**config.mk**
```make
export PLATFORM = sky130hd
export DESIGN_NAME = reg_dump_reader
export DESIGN_NICKNAME = d
export VERILOG_FILES = /design/src/rtl/reg_dump_reader.sv
export SDC_FILE = /design/constraint.sdc
export NUM_CORES = 1
export LEC_CHECK = 0
export CORE_AREA = 3 3 221 223
export CTS_CLUSTER_SIZE = 24
export DETAILED_ROUTE_END_ITERATION = 8
export DIE_AREA = 0 0 224 226
export SLEW_MARGIN = 40
export SYNTH_ARGS = -nofsm -noshare
export SYNTH_HDL_FRONTEND = slang
export SYNTH_SLANG_ARGS = --single-unit
```
**constraint.sdc**
```tcl
create_clock -name i_clk -period 4.6 [get_ports i_clk]
set_clock_uncertainty 0.2 [all_clocks]
set_input_delay 0.92 -clock i_clk [delete_from_list [all_inputs] [get_ports i_clk]]
set_output_delay 0.92 -clock i_clk [all_outputs]
set_load 0.005 [all_outputs]
```
**src/rtl/reg_dump_reader.sv**
```systemverilog
// Streams a masked subset of the 16 register words out over valid/ready, lowest index first.
// Optional checksum beat (XOR of all register beats) when REG_DUMP_CHECKSUM_EN is defined.
module reg_dump_reader #(
  parameter int WIDTH = 32,
  parameter int NREG  = 16,
  parameter int IDXW  = 4
) (
  input  logic                  i_clk,
  input  logic                  i_clr,
  input  logic [NREG*WIDTH-1:0] i_q_flat,
  input  logic                  i_start,
  input  logic [NREG-1:0]       i_mask,
  input  logic                  i_ready,
  output logic                  o_valid,
  output logic [WIDTH-1:0]      o_data_out,
  output logic [IDXW-1:0]       o_reg_idx,
  output logic                  o_last,
  output logic                  o_is_csum,
  output logic                  o_busy,
  output logic                  o_done
);

  typedef enum logic [1:0] {S_IDLE, S_SEND, S_CSUM} state_t;

  state_t            r_state;
  logic [NREG-1:0]   r_mask;
  logic              r_valid;
  logic [WIDTH-1:0]  r_data;
  logic [IDXW-1:0]   r_idx;
  logic              r_last;
  logic              r_busy;
  logic              r_done;
`ifdef REG_DUMP_CHECKSUM_EN
  logic              r_isCsum;
  logic [WIDTH-1:0]  r_xor;
`endif

  logic [IDXW-1:0]   w_startIdx;
  logic [IDXW-1:0]   w_nextIdx;
  logic [WIDTH-1:0]  w_startWord;
  logic [WIDTH-1:0]  w_nextWord;
  logic [NREG-1:0]   w_startRest;
  logic [NREG-1:0]   w_nextRest;
  logic              w_startLast;
  logic              w_nextLast;

  function automatic logic [IDXW-1:0] lowestIdx(input logic [NREG-1:0] m);
    lowestIdx = '0;
    for (int k = NREG - 1; k >= 0; k--) begin
      if (m[k]) lowestIdx = IDXW'(k);
    end
  endfunction

  assign w_startIdx  = lowestIdx(i_mask);
  assign w_nextIdx   = lowestIdx(r_mask);
  assign w_startWord = i_q_flat[w_startIdx*WIDTH +: WIDTH];
  assign w_nextWord  = i_q_flat[w_nextIdx*WIDTH +: WIDTH];
  // m & (m-1) drops exactly the lowest set bit, matching the encoder's pick
  assign w_startRest = i_mask & (i_mask - NREG'(1));
  assign w_nextRest  = r_mask & (r_mask - NREG'(1));

`ifdef REG_DUMP_CHECKSUM_EN
  assign w_startLast = 1'b0;
  assign w_nextLast  = 1'b0;
`else
  assign w_startLast = (w_startRest == '0);
  assign w_nextLast  = (w_nextRest == '0);
`endif

  always_ff @(posedge i_clk) begin
    if (i_clr) begin
      r_state  <= S_IDLE;
      r_mask   <= '0;
      r_valid  <= 1'b0;
      r_data   <= '0;
      r_idx    <= '0;
      r_last   <= 1'b0;
      r_busy   <= 1'b0;
      r_done   <= 1'b0;
`ifdef REG_DUMP_CHECKSUM_EN
      r_isCsum <= 1'b0;
      r_xor    <= '0;
`endif
    end else begin
      r_done <= 1'b0;
      case (r_state)
        S_IDLE: begin
          if (i_start) begin
            if (i_mask != '0) begin
              r_state <= S_SEND;
              r_valid <= 1'b1;
              r_busy  <= 1'b1;
              r_data  <= w_startWord;
              r_idx   <= w_startIdx;
              r_mask  <= w_startRest;
              r_last  <= w_startLast;
`ifdef REG_DUMP_CHECKSUM_EN
              r_isCsum <= 1'b0;
              r_xor    <= w_startWord;
`endif
            end else begin
              r_done <= 1'b1;
            end
          end
        end
        S_SEND: begin
          if (i_ready) begin
            if (r_mask != '0) begin
              r_data <= w_nextWord;
              r_idx  <= w_nextIdx;
              r_mask <= w_nextRest;
              r_last <= w_nextLast;
`ifdef REG_DUMP_CHECKSUM_EN
              r_xor  <= r_xor ^ w_nextWord;
`endif
            end else begin
`ifdef REG_DUMP_CHECKSUM_EN
              r_state  <= S_CSUM;
              r_data   <= r_xor;
              r_idx    <= '0;
              r_isCsum <= 1'b1;
              r_last   <= 1'b1;
`else
              r_state <= S_IDLE;
              r_valid <= 1'b0;
              r_busy  <= 1'b0;
              r_last  <= 1'b0;
              r_done  <= 1'b1;
`endif
            end
          end
        end
`ifdef REG_DUMP_CHECKSUM_EN
        S_CSUM: begin
          if (i_ready) begin
            r_state  <= S_IDLE;
            r_valid  <= 1'b0;
            r_busy   <= 1'b0;
            r_last   <= 1'b0;
            r_isCsum <= 1'b0;
            r_done   <= 1'b1;
          end
        end
`endif
        default: r_state <= S_IDLE;
      endcase
    end
  end

  assign o_valid    = r_valid;
  assign o_data_out = r_data;
  assign o_reg_idx  = r_idx;
  assign o_last     = r_last;
  assign o_busy     = r_busy;
  assign o_done     = r_done;
`ifdef REG_DUMP_CHECKSUM_EN
  assign o_is_csum  = r_isCsum;
`else
  assign o_is_csum  = 1'b0;
`endif

endmodule
```
==> results of run 1 <==
through the flow:
stage | instances | area, µm² | setup slack, ns | hold slack (ns) | TNS, ns
floorplan | 836 | 6930 | 1.36 | 0.262 | 0
global placement | 1991 | 13600 | 0.0849 | 0.275 | 0
detailed placement | 1992 | 13600 | -0.00997 | 0.288 | -0.00997
CTS | 2000 | 13800 | 0.350 | 0.300 | 0
global route | 2005 | 13800 | 0.175 | 0.323 | 0
finish | 2007 | 13800 | 0.258 | 0.303 | 0
kinds of logic (layout without fill, tap and decap cells):
logic type / Yosys count / count (layout) / synth area share
DFF: 54 / 54 / 0.156
adders and majority gates: 3 / 3 / 0.00433
other: 1 / 8 / 0.000541
AOI/OAI and AO/OA: 239 / 239 / 0.241
buffers and inverters: 91 / 648 / 0.0603
muxes: 224 / 224 / 0.393
and+or+nand+nor: 224 / 224 / 0.144
registers in the layout, summed over array words and instances (netlist names):
signal,count
o_busy,1
o_data_out,32
o_done,1
o_last,1
o_reg_idx,4
r_mask,15
Yosys cell counts (all sizes together) (2+ instances only):
cell	count
mux2i	126
nor2	108
mux2	66
nand2	66
a21oi	54
dfxtp	54
buf	41
clkbuf	40
o211ai	38
a211oi	36
mux4	32
o22ai	32
a311oi	31
o21ai	18
inv	10
a32oi	8
nor3	8
nor4	6
o31ai	6
nand2b	5
nand3	5
nand4	5
or3	5
maj3	3
nor2b	3
or2	3
or4	3
a221o	2
and3	2
nand3b	2
metal layers:
layer	vias to the layer above	track usage	part of all wire
met4	0	0.0794	0.041
met5	-	0	0
li1	4356	-	-
met2	475	0.321	0.50
met3	60	0.0361	0.066
met1	4438	0.217	0.40
worst max-delay path, delay by kind of cell:
kind / cells / cell delay (ns)
muxes: 1 / 0.45
and+or+nand+nor: 1 / 0.11
buffers and inverters: 3 / 1.04
AOI/OAI and AO/OA: 5 / 1.74
report_power, final:
part	switching (mW)	internal [mW]	leakage (nW)
logic	0.855	1.02	4.44
clock network	0.235	0.257	0.0836
registers	0.0564	0.527	0.446
final cells by class:
cell class	instances	area (µm²)	share of cell area
clock inverter	3	40.0	0.00290
inverter	10	37.5	0.00272
antenna	7	17.5	0.00127
clock buffer	5	125	0.00906
timing repair buffer	630	6270	0.454
sequential	54	1080	0.0783
multi-input combinational	691	5470	0.396
tap	607	759	0.0550
worst max path at each step:
| stage | start | end | depth (start not counted) |
|---|---|---|---|
| 2_1_floorplan | i_mask[14] | o_data_out[2]$_SDFFE_PP0P_ | 10 |
| 3_3_place_gp | i_mask[11] | o_data_out[28]$_SDFFE_PP0P_ | 10 |
| 3_5_place_dp | i_mask[11] | o_data_out[28]$_SDFFE_PP0P_ | 10 |
| 4_1_cts | i_mask[11] | o_data_out[28]$_SDFFE_PP0P_ | 10 |
| 5_1_grt | i_mask[11] | o_data_out[28]$_SDFFE_PP0P_ | 10 |
| 6_report | i_mask[11] | o_data_out[28]$_SDFFE_PP0P_ | 10 |
==> summary.md, run 1 <==
The flow ran to the end, and the final reports show no timing, DRC or antenna violations. The most used cell along the critical path is sky130_fd_sc_hd__a211oi_1. After synthesis the cells add up to 6930 µm². The number of max-cap violations was 0. The count of final setup violators is 0, and the number of global-route vias before repair is 9,849. Count of synthesis-stage warnings from yosys: 0.

The critical-path maximum fanout was 28. The worst hold-check path type is flop to flop. The portion of synthesized cell area occupied by the leading cell type works out to 0.182. Across the VDD grid, the largest voltage drop is 0.129 mV. In this run the power density over the cells is 214 nW/µm². The run gives 5 as the length of the first detailed-routing pass in iterations.

The remaining routing DRC violations came out at 0. Worst-case reg-to-reg path depth: 9. sky130_fd_sc_hd__mux2i_1 takes more of the synthesized area than any other cell.

Among all flip-flop cells after synthesis, the most frequent one is sky130_fd_sc_hd__dfxtp_1. The endpoint identified for the worst register-to-register timing path is o_data_out[28]$_SDFFE_PP0P_. The area growth from synthesis to layout is 99.3%.

The tools report the remaining max-slew budget at the tightest pin as 0.476. The effective utilization at floorplan is 0.148. In this run the most critical hold path is launched from o_last$_SDFFE_PP0P_. TritonCTS built the clock tree.

Post-synthesis sequential area ratio: 0.156. The post-detailed-routing wire length is 48,800 µm, and the share of the clock period used by the worst path is 0.944. For the number of nets in the final layout, the log shows 1,924. Walking the worst path, the cells encountered are clkdlybuf4s50_1 > nor2_1 > a221o_1 > a211oi_1 > o22ai_4 > buf_12 > buf_4 > mux4_2 > a211oi_1 > a311oi_1. The die covers 50,600 µm². For the number of post-CTS setup repair buffers, the log shows 0. The number of nets in the synthesized netlist is 1,368. For the global router's overall resource usage, the log shows 0.183. The detail route stage leaves a number of antenna-violating nets equal to 0. Critical path startpoint category: an input port. The startpoint identified for the worst register-to-register timing path is r_mask[13]$_SDFFE_PP0P_.

The run gives 2 as the clock tree buffer depth. The arrival time of the worst setup path came out at 4.33 ns. After detailed routing, the number of vias per cell comes to 4.65. The worst setup path is of the input port to flop kind. Counting instances, the worst hold path has a depth of 2. The utilization of the core after routing was 0.295; the transition at the pin with the smallest max-transition slack was 0.786 ns. The total via count after detailed routing came out at 9,329.

The worst-case register-to-register setup slack was 0.90 ns. A synthesized cell averages 8.29 µm². Counting distinct cell types in the post-synthesis netlist gives 59. The quantity of I/O buffers inserted on ports was 571.

In the final routed layout, each cell accounts on average for 24.3 µm. Once the clock tree was built, the resizer swapped 0 gates to a different size. The final critical delay including setup and external delays came out at 4.34 ns.

Measured along the x axis, the die boundary spans 224 µm. In this run the core area contains 79 standard-cell rows. Ranked by total cell area, the synthesized netlist is headed by sky130_fd_sc_hd__mux2i_1 18%, sky130_fd_sc_hd__dfxtp_1 16%, sky130_fd_sc_hd__mux4_2 10%, sky130_fd_sc_hd__mux2_2 10%, sky130_fd_sc_hd__nor2_1 5.7%.

In the layout the commonest cells are 570 x sky130_fd_sc_hd__clkdlybuf4s50_1, 126 x sky130_fd_sc_hd__mux2i_1, 106 x sky130_fd_sc_hd__nor2_1. The number of storage elements in the synthesis netlist was 54; the standby leakage power was 4.97 nW. The tools report the CTS sink count as 54. The tools report the initial antenna violation count as 10.

For this block, the initial DRC count from the detailed router was 520. The number of filler instances in the final layout was 4,936; the number of hold buffers added after cts was 0. The logs give 41,600 µm for the HPWL reported at the end of detailed placement and 0 for the final-report max-slew violation count. The design draws 2.95 mW. Synthesis produced 836 cells.

On the worst path, the slowest cell contributes a delay of 0.59 ns. The cell type of the slowest stage on the worst timing path was sky130_fd_sc_hd__clkdlybuf4s50_1. Routability-driven placement finished with a final weighted congestion of 0.902. Later-pin clock latency in the skew report: 0.32 ns. The count of flip-flops with a built-in enable after synthesis works out to 0. CTS built an H-tree with a depth of 2. Clock root buffer: sky130_fd_sc_hd__clkbuf_16. The register clock-pin slew on the reported worst setup and hold paths is 0.09 ns.

The area inside the core boundary was 46,800 µm²; the remaining global-route overflow was 0. Setup repair after global routing left no endpoint under its margin. The number of endpoints with negative hold slack in the final report is 0.

The count of boundary I/O pins was 573. The tools report the maximum number of pins on one net before global-route repair as 40. The share of synthesized flip-flops with an asynchronous set or reset works out to 0. Maximum frequency from static timing analysis: 230 MHz. STA classifies the critical path endpoint as a flop.

The first global-routing pass estimated 67,500 µm of wire. The die span in y works out to 226 µm. Leaving out fill and tap cells, the most frequent cell in the layout is sky130_fd_sc_hd__clkdlybuf4s50_1. STA puts the critical path data required time at 4.59 ns. The ratio of cells with drive above 1 in the final layout works out to 0.128. The endpoint of the worst hold-timing path was o_last$_SDFFE_PP0P_. The number of buffers created by CTS is 5.
(Power assumes the default switching activity.)
==> run 2: changes to the inputs <==
--- a/config.mk
+++ b/config.mk
@@ -9,6 +9,7 @@
 export CTS_CLUSTER_SIZE = 24
 export DETAILED_ROUTE_END_ITERATION = 8
 export DIE_AREA = 0 0 224 226
+export HOLD_SLACK_MARGIN = 0.15
 export SLEW_MARGIN = 40
 export SYNTH_ARGS = -nofsm -noshare
 export SYNTH_HDL_FRONTEND = slang
==> results of run 2 <==
The final DEF is identical to that of run 1; final timing and power are the same.
